**src/rtl/execute_alu_imm_pipe_pkg.sv**
```systemverilog
// Shared mode codes, select width and occupancy states for the execute-stage immediate pipe.
package execute_alu_imm_pipe_pkg;

  localparam int SEL_WIDTH = 3;

  typedef enum logic [SEL_WIDTH-1:0] {
    ALU_IMM_BYPASS = 3'd0,
    ALU_IMM_ZEXT   = 3'd1,
    ALU_IMM_SEXT   = 3'd2,
    ALU_IMM_LUI    = 3'd3,
    ALU_IMM_BOFS   = 3'd4,
    ALU_IMM_ZERO   = 3'd5
  } alu_imm_sel_e;

  typedef enum logic [1:0] {
    ST_EMPTY = 2'd0,
    ST_ONE   = 2'd1,
    ST_FULL  = 2'd2
  } occ_state_e;

endpackage

```
**src/rtl/execute_alu_imm_pipe_if.sv**
```systemverilog
// Operation-in / result-out handshake bundle; master drives operations and result ready.
interface execute_alu_imm_pipe_if
  import execute_alu_imm_pipe_pkg::*;
#(
  parameter int DATA_WIDTH = 32,
  parameter int IMM_WIDTH  = 16,
  parameter int TAG_WIDTH  = 6
);

  logic                  i_valid;
  logic                  i_ready;
  logic [DATA_WIDTH-1:0] i_d0;
  logic [IMM_WIDTH-1:0]  i_d1;
  logic [SEL_WIDTH-1:0]  i_sel;
  logic [TAG_WIDTH-1:0]  i_tag;
  logic                  o_valid;
  logic                  o_ready;
  logic [DATA_WIDTH-1:0] o_s0;
  logic [TAG_WIDTH-1:0]  o_tag;

  modport master (
    output i_valid, i_d0, i_d1, i_sel, i_tag, o_ready,
    input  i_ready, o_valid, o_s0, o_tag
  );

  modport slave (
    input  i_valid, i_d0, i_d1, i_sel, i_tag, o_ready,
    output i_ready, o_valid, o_s0, o_tag
  );

endinterface

```
**src/rtl/execute_alu_imm_ext.sv**
```systemverilog
// Combinational operand selector: register bypass or immediate through zero/sign/LUI/branch-offset extension.
module execute_alu_imm_ext
  import execute_alu_imm_pipe_pkg::*;
#(
  parameter int DATA_WIDTH = 32,
  parameter int IMM_WIDTH  = 16,
  parameter int LUI_SHIFT  = 16
) (
  input  logic [DATA_WIDTH-1:0] d0,
  input  logic [IMM_WIDTH-1:0]  d1,
  input  logic [SEL_WIDTH-1:0]  sel,
  output logic [DATA_WIDTH-1:0] result
);

  logic [DATA_WIDTH-1:0] zext;
  logic [DATA_WIDTH-1:0] sext;

  always_comb begin
    zext = '0;
    zext[IMM_WIDTH-1:0] = d1;
    sext = {{(DATA_WIDTH-IMM_WIDTH){d1[IMM_WIDTH-1]}}, d1};
    result = '0;
    // LUI and BOFS shift the sign-extended value so upper bits follow the immediate sign.
    case (alu_imm_sel_e'(sel))
      ALU_IMM_BYPASS: result = d0;
      ALU_IMM_ZEXT:   result = zext;
      ALU_IMM_SEXT:   result = sext;
      ALU_IMM_LUI:    result = sext << LUI_SHIFT;
      ALU_IMM_BOFS:   result = sext << 2;
      default:        result = '0;
    endcase
  end

endmodule

```
**src/rtl/execute_alu_imm_pipe.sv**
```systemverilog
// Registered immediate/operand selector with a one-entry skid buffer; 1-cycle latency, full throughput,
// i_ready driven from state only.
module execute_alu_imm_pipe
  import execute_alu_imm_pipe_pkg::*;
#(
  parameter int DATA_WIDTH = 32,
  parameter int IMM_WIDTH  = 16,
  parameter int LUI_SHIFT  = 16,
  parameter int TAG_WIDTH  = 6
) (
  input  logic                   clk,
  input  logic                   reset,
  input  logic                   flush,
  execute_alu_imm_pipe_if.slave  bus
);

  occ_state_e            state;
  logic                  ready_q;
  logic                  valid_q;
  logic [DATA_WIDTH-1:0] main_s0;
  logic [TAG_WIDTH-1:0]  main_tag;
  logic [DATA_WIDTH-1:0] skid_s0;
  logic [TAG_WIDTH-1:0]  skid_tag;
  logic [DATA_WIDTH-1:0] ext_s0;
  logic                  in_fire;
  logic                  out_fire;

  execute_alu_imm_ext #(
    .DATA_WIDTH (DATA_WIDTH),
    .IMM_WIDTH  (IMM_WIDTH),
    .LUI_SHIFT  (LUI_SHIFT)
  ) u_ext (
    .d0     (bus.i_d0),
    .d1     (bus.i_d1),
    .sel    (bus.i_sel),
    .result (ext_s0)
  );

  assign in_fire  = bus.i_valid && ready_q;
  assign out_fire = valid_q && bus.o_ready;

  always_ff @(posedge clk) begin
    if (reset) begin
      state    <= ST_EMPTY;
      ready_q  <= 1'b1;
      valid_q  <= 1'b0;
      main_s0  <= '0;
      main_tag <= '0;
      skid_s0  <= '0;
      skid_tag <= '0;
    end else if (flush) begin
      state   <= ST_EMPTY;
      ready_q <= 1'b1;
      valid_q <= 1'b0;
    end else begin
      case (state)
        ST_EMPTY: begin
          if (in_fire) begin
            main_s0  <= ext_s0;
            main_tag <= bus.i_tag;
            valid_q  <= 1'b1;
            state    <= ST_ONE;
          end
        end
        ST_ONE: begin
          if (in_fire && out_fire) begin
            main_s0  <= ext_s0;
            main_tag <= bus.i_tag;
          end else if (out_fire) begin
            valid_q <= 1'b0;
            state   <= ST_EMPTY;
          end else if (in_fire) begin
            skid_s0  <= ext_s0;
            skid_tag <= bus.i_tag;
            ready_q  <= 1'b0;
            state    <= ST_FULL;
          end
        end
        ST_FULL: begin
          if (out_fire) begin
            main_s0  <= skid_s0;
            main_tag <= skid_tag;
            ready_q  <= 1'b1;
            state    <= ST_ONE;
          end
        end
        default: begin
          ready_q <= 1'b1;
          valid_q <= 1'b0;
          state   <= ST_EMPTY;
        end
      endcase
    end
  end

  assign bus.i_ready = ready_q;
  assign bus.o_valid = valid_q;
  assign bus.o_s0    = main_s0;
  assign bus.o_tag   = main_tag;

endmodule

```
**src/flat_wrapper.sv**
```systemverilog
// flat-port wrapper written by rule: the top's interface ports become plain ports
module execute_alu_imm_pipe_flat import execute_alu_imm_pipe_pkg::*;
#(
  parameter int DATA_WIDTH = 32,
  parameter int IMM_WIDTH  = 16,
  parameter int LUI_SHIFT  = 16,
  parameter int TAG_WIDTH  = 6
)
  (clk, reset, flush, bus_i_valid, bus_i_d0, bus_i_d1, bus_i_sel, bus_i_tag, bus_o_ready, bus_i_ready, bus_o_valid, bus_o_s0, bus_o_tag);
  execute_alu_imm_pipe_if #(.DATA_WIDTH(DATA_WIDTH), .IMM_WIDTH(IMM_WIDTH), .TAG_WIDTH(TAG_WIDTH)) bus_i ();
  input  logic clk;
  input  logic reset;
  input  logic flush;
  input wire logic [$bits(bus_i.i_valid)-1:0] bus_i_valid;
  input wire logic [$bits(bus_i.i_d0)-1:0] bus_i_d0;
  input wire logic [$bits(bus_i.i_d1)-1:0] bus_i_d1;
  input wire logic [$bits(bus_i.i_sel)-1:0] bus_i_sel;
  input wire logic [$bits(bus_i.i_tag)-1:0] bus_i_tag;
  input wire logic [$bits(bus_i.o_ready)-1:0] bus_o_ready;
  output wire logic [$bits(bus_i.i_ready)-1:0] bus_i_ready;
  output wire logic [$bits(bus_i.o_valid)-1:0] bus_o_valid;
  output wire logic [$bits(bus_i.o_s0)-1:0] bus_o_s0;
  output wire logic [$bits(bus_i.o_tag)-1:0] bus_o_tag;
  assign bus_i.i_valid = bus_i_valid;
  assign bus_i.i_d0 = bus_i_d0;
  assign bus_i.i_d1 = bus_i_d1;
  assign bus_i.i_sel = bus_i_sel;
  assign bus_i.i_tag = bus_i_tag;
  assign bus_i.o_ready = bus_o_ready;
  assign bus_i_ready = bus_i.i_ready;
  assign bus_o_valid = bus_i.o_valid;
  assign bus_o_s0 = bus_i.o_s0;
  assign bus_o_tag = bus_i.o_tag;
  execute_alu_imm_pipe #(.DATA_WIDTH(DATA_WIDTH), .IMM_WIDTH(IMM_WIDTH), .LUI_SHIFT(LUI_SHIFT), .TAG_WIDTH(TAG_WIDTH)) u_core (.clk(clk), .reset(reset), .flush(flush), .bus(bus_i));
endmodule
```
**config.mk**
```make
export PLATFORM = sky130hd
export DESIGN_NAME = execute_alu_imm_pipe_flat
export DESIGN_NICKNAME = d
export VERILOG_FILES = /design/src/rtl/execute_alu_imm_pipe_pkg.sv /design/src/rtl/execute_alu_imm_pipe_if.sv /design/src/rtl/execute_alu_imm_ext.sv /design/src/rtl/execute_alu_imm_pipe.sv /design/src/flat_wrapper.sv
export SDC_FILE = /design/constraint.sdc
export NUM_CORES = 1
export LEC_CHECK = 0
export CAP_MARGIN = 20
export CORE_AREA = 2 2 97 99
export CTS_CLUSTER_DIAMETER = 200
export DETAILED_ROUTE_END_ITERATION = 12
export DIE_AREA = 0 0 99 101
export GPL_TIMING_DRIVEN = 0
export PLACE_DENSITY = 0.8
export REMOVE_ABC_BUFFERS = 1
export SLEW_MARGIN = 20
export SYNTH_ARGS = -nofsm -noshare
export SYNTH_HDL_FRONTEND = slang
export SYNTH_HIERARCHICAL = 1
export SYNTH_SLANG_ARGS = --single-unit
```
**constraint.sdc**
```tcl
create_clock -name clk -period 1.8 [get_ports clk]
set_input_delay 0.18 -clock clk [delete_from_list [all_inputs] [get_ports clk]]
set_output_delay 0.18 -clock clk [all_outputs]
set_load 0.01 [all_outputs]
```
# Yosys cells after proc, flatten, opt, wreduce, memory -nomap -nowiden
# Cells that the tools add are included.
# word_totals
ff_bits	80
inputBits	62
word_cells	62
# op_classes
eq_ne	14
muxes	24
bitwise	5
reduce_logical	12
# ops
cell	n
$pmux 32 s5	1
$mux 32	3
$pmux 32 s3	1
$mux 6	3
$pmux 6 s3	1
$reduce_and 5->1	3
$mux 2	5
$ne 2x1->1 const B	5
$reduce_and 4->1	2
$mux 1	7
$eq 3x2->1 const B	2
$pmux 1 s3	2
$pmux 2 s3	1
$not 1->1	5
$ne 2x2->1 const B	2
$eq 3x1->1 const B	1
$eq 3x3->1 const B	1
$logic_and 1x1->1	3
$logic_not 3->1	1
$ne 3x1->1 const B	1
$reduce_bool 3->1	1
$eq 2x1->1 const B	1
$eq 2x2->1 const B	1
$logic_not 2->1	1
$reduce_or 2->1	1

# Logic depth before layout (Yosys ltp)
# Gate-level depths: netlist of run 1.
# logic_depth
word_depth	5
mapped_depth	8
ltp_nobuf	5

# Modules after synthesis
# Netlist of run 1, hierarchy kept.
# by_module_without_submodules
module	n_inst	cells_per_inst	area_per_inst_um2
execute_alu_imm_pipe	1	377	3544.6
execute_alu_imm_ext	1	122	943.4

# Worst setup path after synthesis of run 1
# Ideal clock, no wire load.
# synth_timing
kind	register to register
start	register u_core.state[0]
end	register u_core.main_s0[17], in the netlist u_core/bus.o_s0[17]
setup_time_ns	0.157
arrival_ns	1.463
t_required_ns	1.643
slack_ns	0.180
path_stages_with_launch	8
path_cell_list	dfxtp_1 buf_2 and4b_1 a211o_1 buf_6 buf_4 a21oi_1 a311oi_2
# synth_between
elab_chain_len	3
elab_cells_between_ends	9
cone_classes	eq/ne (5); mux (1); reduce/logical (3)
# synth_lines
element	line_no	text
start: declaration	execute_alu_imm_pipe.sv:17	occ_state_e state;
start signal: assignment	execute_alu_imm_pipe.sv:44	state <= ST_EMPTY;
start signal: assignment	execute_alu_imm_pipe.sv:52	state <= ST_EMPTY;
start signal: assignment	execute_alu_imm_pipe.sv:62	state <= ST_ONE;
$eq 2x1->1 (tied with other cells)	execute_alu_imm_pipe.sv:56	case (state)
$ne 2x1->1 (no source line) / $reduce_bool 3->1 (equally long branches)	n/a	
$reduce_and 5->1 (no source line)	n/a	
end signal: assignment	execute_alu_imm_pipe.sv:59	main_s0 <= ext_s0;
end signal: assignment	execute_alu_imm_pipe.sv:67	main_s0 <= ext_s0;
end signal: assignment	execute_alu_imm_pipe.sv:81	main_s0 <= skid_s0;
end: declaration	execute_alu_imm_pipe.sv:20	logic [DATA_WIDTH-1:0] main_s0;
# Parallel ways exist; a longest one is shown, timed or not.
# A chain may end at the register's enable or synchronous reset.

# Worst setup path in the final report of run 1
# layout_timing
start	input port bus_i_d1[15]
end	register u_core.main_s0[27], in the netlist u_core/bus.o_s0[27]
# layout_between
elab_chain_len	3
elab_cells_between_ends	4
cone_classes	mux (4)
# layout_lines
element	line_no	text
start: declaration	flat_wrapper.sv:16	input wire logic [$bits(bus_i.i_d1)-1:0] bus_i_d1;
$pmux 32 s5 (*)	execute_alu_imm_ext.sv:24	case (alu_imm_sel_e'(sel))
via u_core.ext_s0[27]	execute_alu_imm_pipe.sv:24	logic [DATA_WIDTH-1:0] ext_s0;
$mux 32, on equally long branches	execute_alu_imm_pipe.sv:66, execute_alu_imm_pipe.sv:58	
$pmux 32 s3 (*)	execute_alu_imm_pipe.sv:56	
# The timed path passes the listed nets; every way through them passes the cells marked *. The select of a mux whose other input is x is not followed.

==> flow_summary.yaml, run 1 <==
run_status:
  status: "complete, no violations"
logic_synthesis:
  ys_seq_area_share_pct: 35.7
  yosysMostFrequentCell: "a21oi_1"
  synthTopCellsByArea: "dfxtp_1 (36%), mux2i_1 (12%), a21oi_1 (10%), a311oi_2 (10%), nand2_1 (6.8%)"
  syn_avg_cell_area_um2: 8.99
  synthFlopType: "dfxtp_1"
  synthCells: 499
  synth_largest_area_cell: "dfxtp_1"
  syn-cell-area_mm2: 0.00449
  ys_warn_count: 6
  synth.distinct_cells: 41
  synthTopCellsByCount: "a21oi_1 (94), nand2_1 (81), dfxtp_1 (80)"
  ys_ff_latch: 80
  synth_top_cell_area_share_pct: 35.7
  synth-edff-count: 0
  synthArstFlopShare_pct: 0
timing:
  fmax_ghz: 0.581
  period_minus_slack_ps: 1720
  max-slew-margin-rel_pct: 48.5
  rsz0062_at_grt: "true"
  hold_viol: 0
  slew_violations: 0
  clock_skew_ps: 8.42
  fin_crit_sh_pct: 95.6
  setup_viol: 0
  tightestPinTransition_ps: 773
clock_network:
  insertion_delay_ps: 350
  cts_tree: "yes"
  cts-root-buf: "clkbuf_8"
  cts_buffer_depth: 2
  clk_pin_slew_worst_paths_ps: 90
  ctsHoldBuffers: 0
  cts_buffers: 9
  htreeDepth: 3
  cts.sinks: 80
min_path:
  min_path_type: "in2reg"
  min_from: "reset"
floorplanning:
  start_util_pct: 50.0
  die-area_mm2: 0.0100
  die_h_um: 101
  ioPinCount: 102
  core_area_mm2: 0.00898
  die_w_um: 99
  rows: 35
pwr:
  power_w: 0.00450
  peakVddDrop_mv: 0.580
  power.leakage_nw: 2.16
  p_per_area_mw_per_mm2: 779
worst_setup_path:
  r2r-start: "u_core/state[0]$_SDFFE_PP0P_"
  ff2ff_setup_slack_ps: 90
  cp-start-kind: "input pin"
  cp.required_ps: 2070
  cp-end-kind: "flop"
  critPathLaunch: "bus_i_d1[15]"
  cp_max_fo: 16
  arrival_ps: 1990
  criticalPathCategory: "in2reg"
detailed_routing:
  postRouteAntennaNets: 0
  dr.pass1.iters: 5
  drc: 0
  wl_per_cell_um: 18.7
  totalWireLength_um: 12700
  vias_per_cell: 6.10
  drtIter0Drc: 265
  vias: 4161
placement:
  post_dp_cell_area_mm2: 0.00546
  place.detailed.hpwl_um: 8180
  gp_congestion: 0.921
  numPortBuffers: 101
finish:
  antenna_cells: 0
  finalInstanceArea_mm2: 0.00577
  syn_to_final_growth_pct: 28.7
  final_nets: 628
  drive_gt1_share_pct: 15.4
  n_fill_cell: 747
global_routing:
  grt_usage_pct: 25.1
  grt_max_degree: 62
  antenna_found_initial: 0
  grt_pass1_vias: 3995
  grt_pass1_wl_um: 20100
  overflow: 0
job:
  drv_cap: 0
-- power by group --
group / switching [W] / internal, W
sequential: 0.0000460 / 0.00184
clock: 0.000686 / 0.000969
combinational: 0.000497 / 0.000457
total: 0.00123 / 0.00327
-- metrics by stage --
step | util, % | hold slack [ps] | setup slack [ps] | std cells | TNS, ps
floorplan | - | 248 | -982 | 443 | -39090
global placement | 59.1 | 441 | -2090 | 655 | -141610
detailed placement | 60.9 | 446 | -785 | 662 | -35840
CTS | 64.2 | 164 | 63.4 | 682 | 0
global route | 64.3 | 176 | -0.919 | 682 | -0.919
finish | 64.3 | 180 | 78.9 | 682 | 0
-- cell type report --
class / instances / area (um^2) / share of cell area, %
Sequential cell: 80 / 1600 / 27.8
Clock buffer: 10 / 138 / 2.38
Timing Repair Buffer: 111 / 1160 / 20.2
Clock inverter: 6 / 115 / 1.99
Multi-Input combinational cell: 362 / 2600 / 45.0
Inverter: 2 / 15.0 / 0.260
Tap cell: 111 / 139 / 2.41
-- sequential cells by signal (all words and copies together) (netlist names) --
signal	cells
u_core/state	2
u_core/bus.o_s0	32
u_core/bus.o_valid	1
u_core/bus.o_tag	6
u_core/skid_tag	6
u_core/skid_s0	32
u_core/bus.i_ready	1
-- final timing paths --
check | end | cells past startpoint
min | u_core/bus.o_s0[23]$_SDFFE_PP0P_ | 2
max reg2reg | u_core/bus.o_s0[21]$_SDFFE_PP0P_ | 3
max | u_core/bus.o_s0[27]$_SDFFE_PP0P_ | 6
min reg2reg | u_core/skid_s0[22]$_SDFFE_PP0P_ | 2
-- critical path, cell delays in order --
cell	delay (ps)
clkdlybuf4s50_1	580
nor2b_4	410
a21oi_1	100
o211ai_1	260
mux2i_1	150
a311oi_2	290
-- kinds of logic after synthesis --
logic type / count (synthesis) / synth area share (%)
AOI/OAI and AO/OA: 185 / 32.0
buffers and inverters: 58 / 7.50
DFF: 80 / 35.7
muxes: 54 / 12.1
and+or+nand+nor: 122 / 12.8
-- what timing repair did --
| action | 4_1_cts | 5_1_grt |
|---|---|---|
| pin swaps | 2 | 0 |
| gates resized for setup | 9 | 3 |
| cloned | 1 | 0 |
| hold endpoints to repair | 0 | 0 |
| setup buffers | 3 | 0 |
| setup endpoints to repair | 64 | 13 |
-- layout by cell type (no fill, tap or decap), types with 2 or more instances in the layout --
cell type and n:
a211oi_1 3, a21oi_1 94, a311oi_1 8, a311oi_2 30, a32oi_1 14, buf_12 3, buf_16 2, buf_4 4
bufinv_16 3, clkbuf_8 10, clkdlybuf4s50_1 97, dfxtp_1 78, dfxtp_2 2, dlygate4sd2_1 2, mux2i_1 51, mux2i_2 2
nand2_1 81, nand2_4 2, nand2b_1 3, nand3_1 17, nor2_1 3, nor2b_1 4, o211ai_1 3, o211ai_2 11
o21a_1 2, o21ai_1 14
-- routing by layer --
metal	track usage (%)	part of all wire [%]
met5	0	0
met4	7.27	1.6
met3	5.96	8.2
met2	41.7	47
met1	32.5	43
Note: power is estimated with default switching activity, not from simulation.
==> run 2: changes to the inputs <==
Settings changed: SYNTH_HIERARCHICAL 1 to unset.
==> run 2 against run 1 <==
  * Routed wire length is 8.0% higher
  * Combinational power fell by 16%
  * Sequential power barely moved
  * Clock power is essentially flat
  * Final cell count rose by 7.8%
  * Critical path type is now reg2reg
==> flow_summary.yaml, run 2 <==
clock_network:
  cts_tree: "yes"
  clk_pin_slew_worst_paths_ps: 90
  cts_buffer_depth: 2
  insertion_delay_ps: 350
  htreeDepth: 3
  cts.sinks: 80
  cts_buffers: 9
  cts-root-buf: "clkbuf_8"
logic_synthesis:
  synthCells: 545
  ys_seq_area_share_pct: 35.8
  yosysMostFrequentCell: "nor2_1"
  syn-cell-area_mm2: 0.00448
  syn_avg_cell_area_um2: 8.21
  synthTopCellsByArea: "dfxtp_1 (36%), nor2_1 (8.2%), mux2i_1 (6.9%), o221ai_1 (5.5%), nand2_1 (5.2%)"
  synthArstFlopShare_pct: 0
  synth_top_cell_area_share_pct: 35.8
  ys_warn_count: 0
  synth-edff-count: 0
  synth.distinct_cells: 46
  synthTopCellsByCount: "nor2_1 (98), dfxtp_1 (80), nand2_1 (62)"
  synth_largest_area_cell: "dfxtp_1"
  synthFlopType: "dfxtp_1"
  ys_ff_latch: 80
timing:
  clock_skew_ps: 11.7
  worst_slack_ps: 97.5
  fin_setup_tns_ps: 0
  slew_violations: 0
  tightestPinTransition_ps: 638
  fin_crit_sh_pct: 94.6
  period_minus_slack_ps: 1700
  setup_viol: 0
  hold_viol: 0
  finalHoldWorstSlack_ps: 192
  max-slew-margin-rel_pct: 57.3
  fmax_ghz: 0.587
job:
  drv_cap: 0
worst_setup_path:
  criticalPathCategory: "reg2reg"
  cp-start-kind: "flop"
  critPathLaunch: "u_core.bus.o_valid$_SDFFE_PP0P_"
  arrival_ps: 1940
  r2r-end: "u_core.bus.o_s0[4]$_SDFFE_PP0P_"
  cp_max_fo: 10
  ff2ff_setup_slack_ps: 100
  critPathSlowestCell: "dfxtp_1"
  r2r-start: "u_core.bus.o_valid$_SDFFE_PP0P_"
  crit_end: "u_core.bus.o_s0[4]$_SDFFE_PP0P_"
  crit_chain: "and4b_2 -> a22oi_2 -> o41ai_1"
  cp.required_ps: 2040
  max_stage_delay_ps: 470
  worstSetupPathDepth: 3
  critPathTopFamily: "compound AO/OA/AOI/OAI gates"
  cp-end-kind: "flop"
  reg2reg_depth: 3
  path_buf_inv: 0
finish:
  final_nets: 681
  n_fill_cell: 740
  syn_to_final_growth_pct: 31.5
  drive_gt1_share_pct: 9.78
  multi_input_area_mm2: 0.00267
  final_common_cell: "nor2_1"
  layout_common_cells: "nor2_1 (98), clkdlybuf4s50_1 (96), dfxtp_1 (78), nand2_1 (62)"
  antenna_cells: 0
  regArea_mm2: 0.00161
global_routing:
  antenna_found_initial: 0
  met3_usage_pct: 4.51
  grt_pass1_wl_um: 21600
  grt_util_met1_pct: 35.5
  grt_pass1_vias: 4225
  grt.busiest_layer: "met2"
  grt_usage_pct: 26.9
  grt_max_degree: 74
  grt_use_met2_pct: 43.9
  overflow: 0
detailed_routing:
  postRouteAntennaNets: 0
  drtIter0Drc: 287
  wl_per_cell_um: 18.7
  vias_per_cell: 6.18
  vias: 4542
  dr.pass1.iters: 5
  totalWireLength_um: 13800
  drc: 0
floorplanning:
  ioPinCount: 102
  rows: 35
  die_h_um: 101
  core_area_mm2: 0.00898
  start_util_pct: 49.9
  die_w_um: 99
  die-area_mm2: 0.0100
pwr:
  peakVddDrop_mv: 0.401
  power_w: 0.00435
  p_per_area_mw_per_mm2: 739
  power.leakage_nw: 2.17
placement:
  gp_congestion: 0.817
  place.detailed.hpwl_um: 8160
  numPortBuffers: 101
  pre_cts_slack_ps: -1310
run_status:
  status: "complete, no violations"
min_path:
  min_path_type: "in2reg"
-- run 2: cell count changes after synthesis, moves of 15 or more --
cell,before,now
mux2i_1,53,31
nand2b_1,4,30
o211ai_1,3,18
a311oi_2,30,0
nand2_1,81,62
nor3_1,0,31
nand3b_1,0,17
nor2_1,3,98
a21oi_1,94,27
o221ai_1,0,28
-- run 2: kinds of logic after synthesis --
group	share of synthesized area [%]
compound gates	19.7
xor+xnor	0.391
buf+inv	6.91
flops	35.8
mux	6.93
simple gates	30.3
-- run 2: where the power goes --
part / internal, W / switching [W] / leakage, nW
Sequential: 0.00183 / 0.0000370 / 0.650
Combinational: 0.000391 / 0.000409 / 1.40
Clock: 0.00100 / 0.000682 / 0.127
Total: 0.00322 / 0.00113 / 2.17
-- run 2: how the worst min path moves through the flow --
stage,from,to,slack [ps],depth (start not counted)
3_5_place_dp,u_core.bus.o_s0[28]$_SDFFE_PP0P_,u_core.bus.o_s0[28]$_SDFFE_PP0P_,440,2
3_3_place_gp,u_core.skid_s0[30]$_SDFFE_PP0P_,u_core.skid_s0[30]$_SDFFE_PP0P_,440,2
6_report,reset,u_core.bus.o_s0[31]$_SDFFE_PP0P_,190,2
4_1_cts,reset,u_core.bus.o_s0[17]$_SDFFE_PP0P_,190,2
2_1_floorplan,reset,u_core.bus.o_s0[17]$_SDFFE_PP0P_,250,1
5_1_grt,reset,u_core.bus.o_s0[17]$_SDFFE_PP0P_,200,2
-- run 2: layout make-up --
cell class / instances / area share [%]
timing repair buffer: 113 / 20.5
sequential: 80 / 27.3
tap: 111 / 2.36
multi-input combinational: 413 / 45.4
inverter: 2 / 0.128
clock inverter: 4 / 1.68
clock buffer: 12 / 2.64
-- run 2: metrics by stage --
| stage | utilization (%) | instances | area [um^2] |
|---|---|---|---|
| 2_1_floorplan | - | 490 | 4170 |
| 3_3_place_gp | 59.3 | 702 | 5320 |
| 3_5_place_dp | 61.3 | 709 | 5500 |
| 4_1_cts | 65.3 | 733 | 5860 |
| 5_1_grt | 65.6 | 735 | 5890 |
| 6_report | 65.6 | 735 | 5890 |
-- run 2: per-layer routing --
layer / vias to the layer above / part of all wire [%] / wire (um)
met1: 2180 / 42 / 5790
met5: - / 0 / 0
li1: 2119 / - / -
met3: 23 / 7.5 / 1030
met4: 0 / 2.1 / 293
met2: 220 / 48 / 6640
-- run 2: repair_timing --
action                                  CTS  global route
hold buffers                              0             0
setup buffers                             5             0
gates resized for setup                  19             5
endpoints found under the setup margin   76            42
pin swaps                                 4             2
cloned                                    3             2
==> run 3: changes to the inputs <==
Settings changed: SKIP_LAST_GASP set to 1.
==> run 3 against run 2 <==
  * Sequential share of layout area barely moved
  * Final area barely moved
  * Global-route usage did not move
  * Flip-flop and latch count did not move
  * Total power barely moved
  * Core utilization barely moved
  * Critical path type unchanged
  * Register-to-register slack barely moved
==> flow_summary.yaml, run 3 (synthesized netlist as in run 2, its figures left out) <==
run_status:
  status: "complete, no violations"
worst_setup_path:
  cp-end-kind: "flop"
  reg2reg_depth: 3
  ff2ff_setup_slack_ps: 100
  r2r-end: "u_core.bus.o_s0[4]$_SDFFE_PP0P_"
  cp-start-kind: "flop"
  critPathLaunch: "u_core.state[1]$_SDFFE_PP0P_"
  arrival_ps: 1940
  cp.required_ps: 2040
  criticalPathCategory: "reg2reg"
  cp_max_fo: 12
  r2r-start: "u_core.state[1]$_SDFFE_PP0P_"
  crit_end: "u_core.bus.o_s0[4]$_SDFFE_PP0P_"
floorplanning:
  die_h_um: 101
  core_area_mm2: 0.00898
  die-area_mm2: 0.0100
  die_w_um: 99
  ioPinCount: 102
  start_util_pct: 49.9
  rows: 35
clock_network:
  cts_tree: "yes"
  cts_buffers: 9
  clk_pin_slew_worst_paths_ps: 90
  cts_buffer_depth: 2
  cts-root-buf: "clkbuf_8"
  cts.sinks: 80
  htreeDepth: 3
  insertion_delay_ps: 350
detailed_routing:
  vias_per_cell: 6.18
  totalWireLength_um: 13800
  wl_per_cell_um: 18.8
  postRouteAntennaNets: 0
  drc: 0
  dr.pass1.iters: 5
  vias: 4542
  drtIter0Drc: 284
finish:
  finalInstanceArea_mm2: 0.00588
  antenna_cells: 0
  final_nets: 681
  fin_cells: 735
  n_fill_cell: 741
  layout_common_cells: "nor2_1 (98), clkdlybuf4s50_1 (96), dfxtp_1 (78), nand2_1 (62)"
  syn_to_final_growth_pct: 31.5
  drive_gt1_share_pct: 9.78
  final_common_cell: "nor2_1"
placement:
  place.detailed.hpwl_um: 8160
  gp_congestion: 0.817
  numPortBuffers: 101
  post_dp_cell_area_mm2: 0.00550
  dp_cells: 709
timing:
  fin_crit_sh_pct: 94.7
  finalHoldWorstSlack_ps: 193
  fmax_ghz: 0.587
  setup_viol: 0
  rsz0062_at_grt: "true"
  period_minus_slack_ps: 1700
  hold_viol: 0
  tightestPinTransition_ps: 640
  clock_skew_ps: 11.8
  slew_violations: 0
  max-slew-margin-rel_pct: 57.2
pwr:
  power_switching_w: 0.00113
  seqPwrFrac_pct: 42.9
  swShare_pct: 25.9
  peakVddDrop_mv: 0.401
  power.leakage_nw: 2.17
  internal_power_w: 0.00322
  pwr-share-clk_pct: 38.7
  p_per_area_mw_per_mm2: 739
  p_comb_share_pct: 18.4
global_routing:
  grt_max_degree: 74
  overflow: 0
  grt_use_met2_pct: 43.9
  grt_pass1_vias: 4225
  grt_usage_pct: 26.9
  grt_util_met1_pct: 35.5
  antenna_found_initial: 0
  grt_pass1_wl_um: 21600
  grt.busiest_layer: "met2"
  met3_usage_pct: 4.51
job:
  drv_cap: 0
min_path:
  min_path_type: "in2reg"
-- run 3: changes by cell type in the layout (fill, tap and decap cells not counted) --
| cell | previous run | this run |
|---|---|---|
| dfxtp_4 | 2 | 1 |
| dfxtp_2 | 0 | 1 |
-- run 3: through the flow --
step / setup TNS [ps] / setup slack (ps) / power [W] / utilization, %
2_1_floorplan: -45210 / -1000 / 0.00223 / -
3_3_place_gp: -169590 / -2490 / 0.00263 / 59.3
3_5_place_dp: -65510 / -1310 / 0.00266 / 61.3
4_1_cts: 0 / 20.8 / 0.00435 / 65.3
5_1_grt: -36.8 / -12.6 / 0.00452 / 65.5
6_report: 0 / 95.5 / 0.00435 / 65.5
-- run 3: layout make-up --
| class | count | area, um^2 | share of cell area [%] |
|---|---|---|---|
| repair buffers | 113 | 1200 | 20.5 |
| clock buffers | 12 | 155 | 2.64 |
| multi-input cells | 413 | 2670 | 45.4 |
| well taps | 111 | 139 | 2.36 |
| flip-flops and latches | 80 | 1610 | 27.3 |
| inverters | 2 | 7.51 | 0.128 |
| clock inverters | 4 | 98.8 | 1.68 |
-- run 3: what timing repair did --
| action | 4_1_cts | 5_1_grt |
|---|---|---|
| cloned | 3 | 2 |
| setup endpoints to repair | 76 | 42 |
| setup buffers | 5 | 0 |
| resized for setup | 19 | 4 |
| hold buffers | 0 | 0 |
| pin swaps | 4 | 2 |
-- run 3: how the worst min path moves through the flow --
stage,startpoint,endpoint,slack (ps),cells past startpoint
6_report,reset,u_core.bus.o_s0[31]$_SDFFE_PP0P_,190,2
5_1_grt,reset,u_core.bus.o_s0[17]$_SDFFE_PP0P_,200,2
4_1_cts,reset,u_core.bus.o_s0[17]$_SDFFE_PP0P_,190,2
3_5_place_dp,u_core.bus.o_s0[28]$_SDFFE_PP0P_,u_core.bus.o_s0[28]$_SDFFE_PP0P_,440,2
3_3_place_gp,u_core.skid_s0[30]$_SDFFE_PP0P_,u_core.skid_s0[30]$_SDFFE_PP0P_,440,2
2_1_floorplan,reset,u_core.bus.o_s0[17]$_SDFFE_PP0P_,250,1
-- run 3: routing by layer --
| metal | routed length [um] | vias to the layer above | share of wire, % |
|---|---|---|---|
| met5 | 0 | - | 0 |
| met2 | 6600 | 232 | 48 |
| met4 | 297 | 0 | 2.2 |
| met3 | 1100 | 26 | 8.0 |
| li1 | - | 2117 | - |
| met1 | 5790 | 2167 | 42 |
-- run 3: power groups by stage --
stage | Sequential [W] | Clock (W) | Combinational, W
2_1_floorplan | 0.00192 | 0 | 0.000317
6_report | 0.00186 | 0.00168 | 0.000801
3_3_place_gp | 0.00190 | 0 | 0.000725
5_1_grt | 0.00187 | 0.00178 | 0.000861
3_5_place_dp | 0.00190 | 0 | 0.000756
4_1_cts | 0.00186 | 0.00170 | 0.000788
-- run 3: critical path, stage by stage (launching register included) --
cell and delay [ps]:
dfxtp_2 480, and4b_2 420, a22oi_2 250, o41ai_1 440
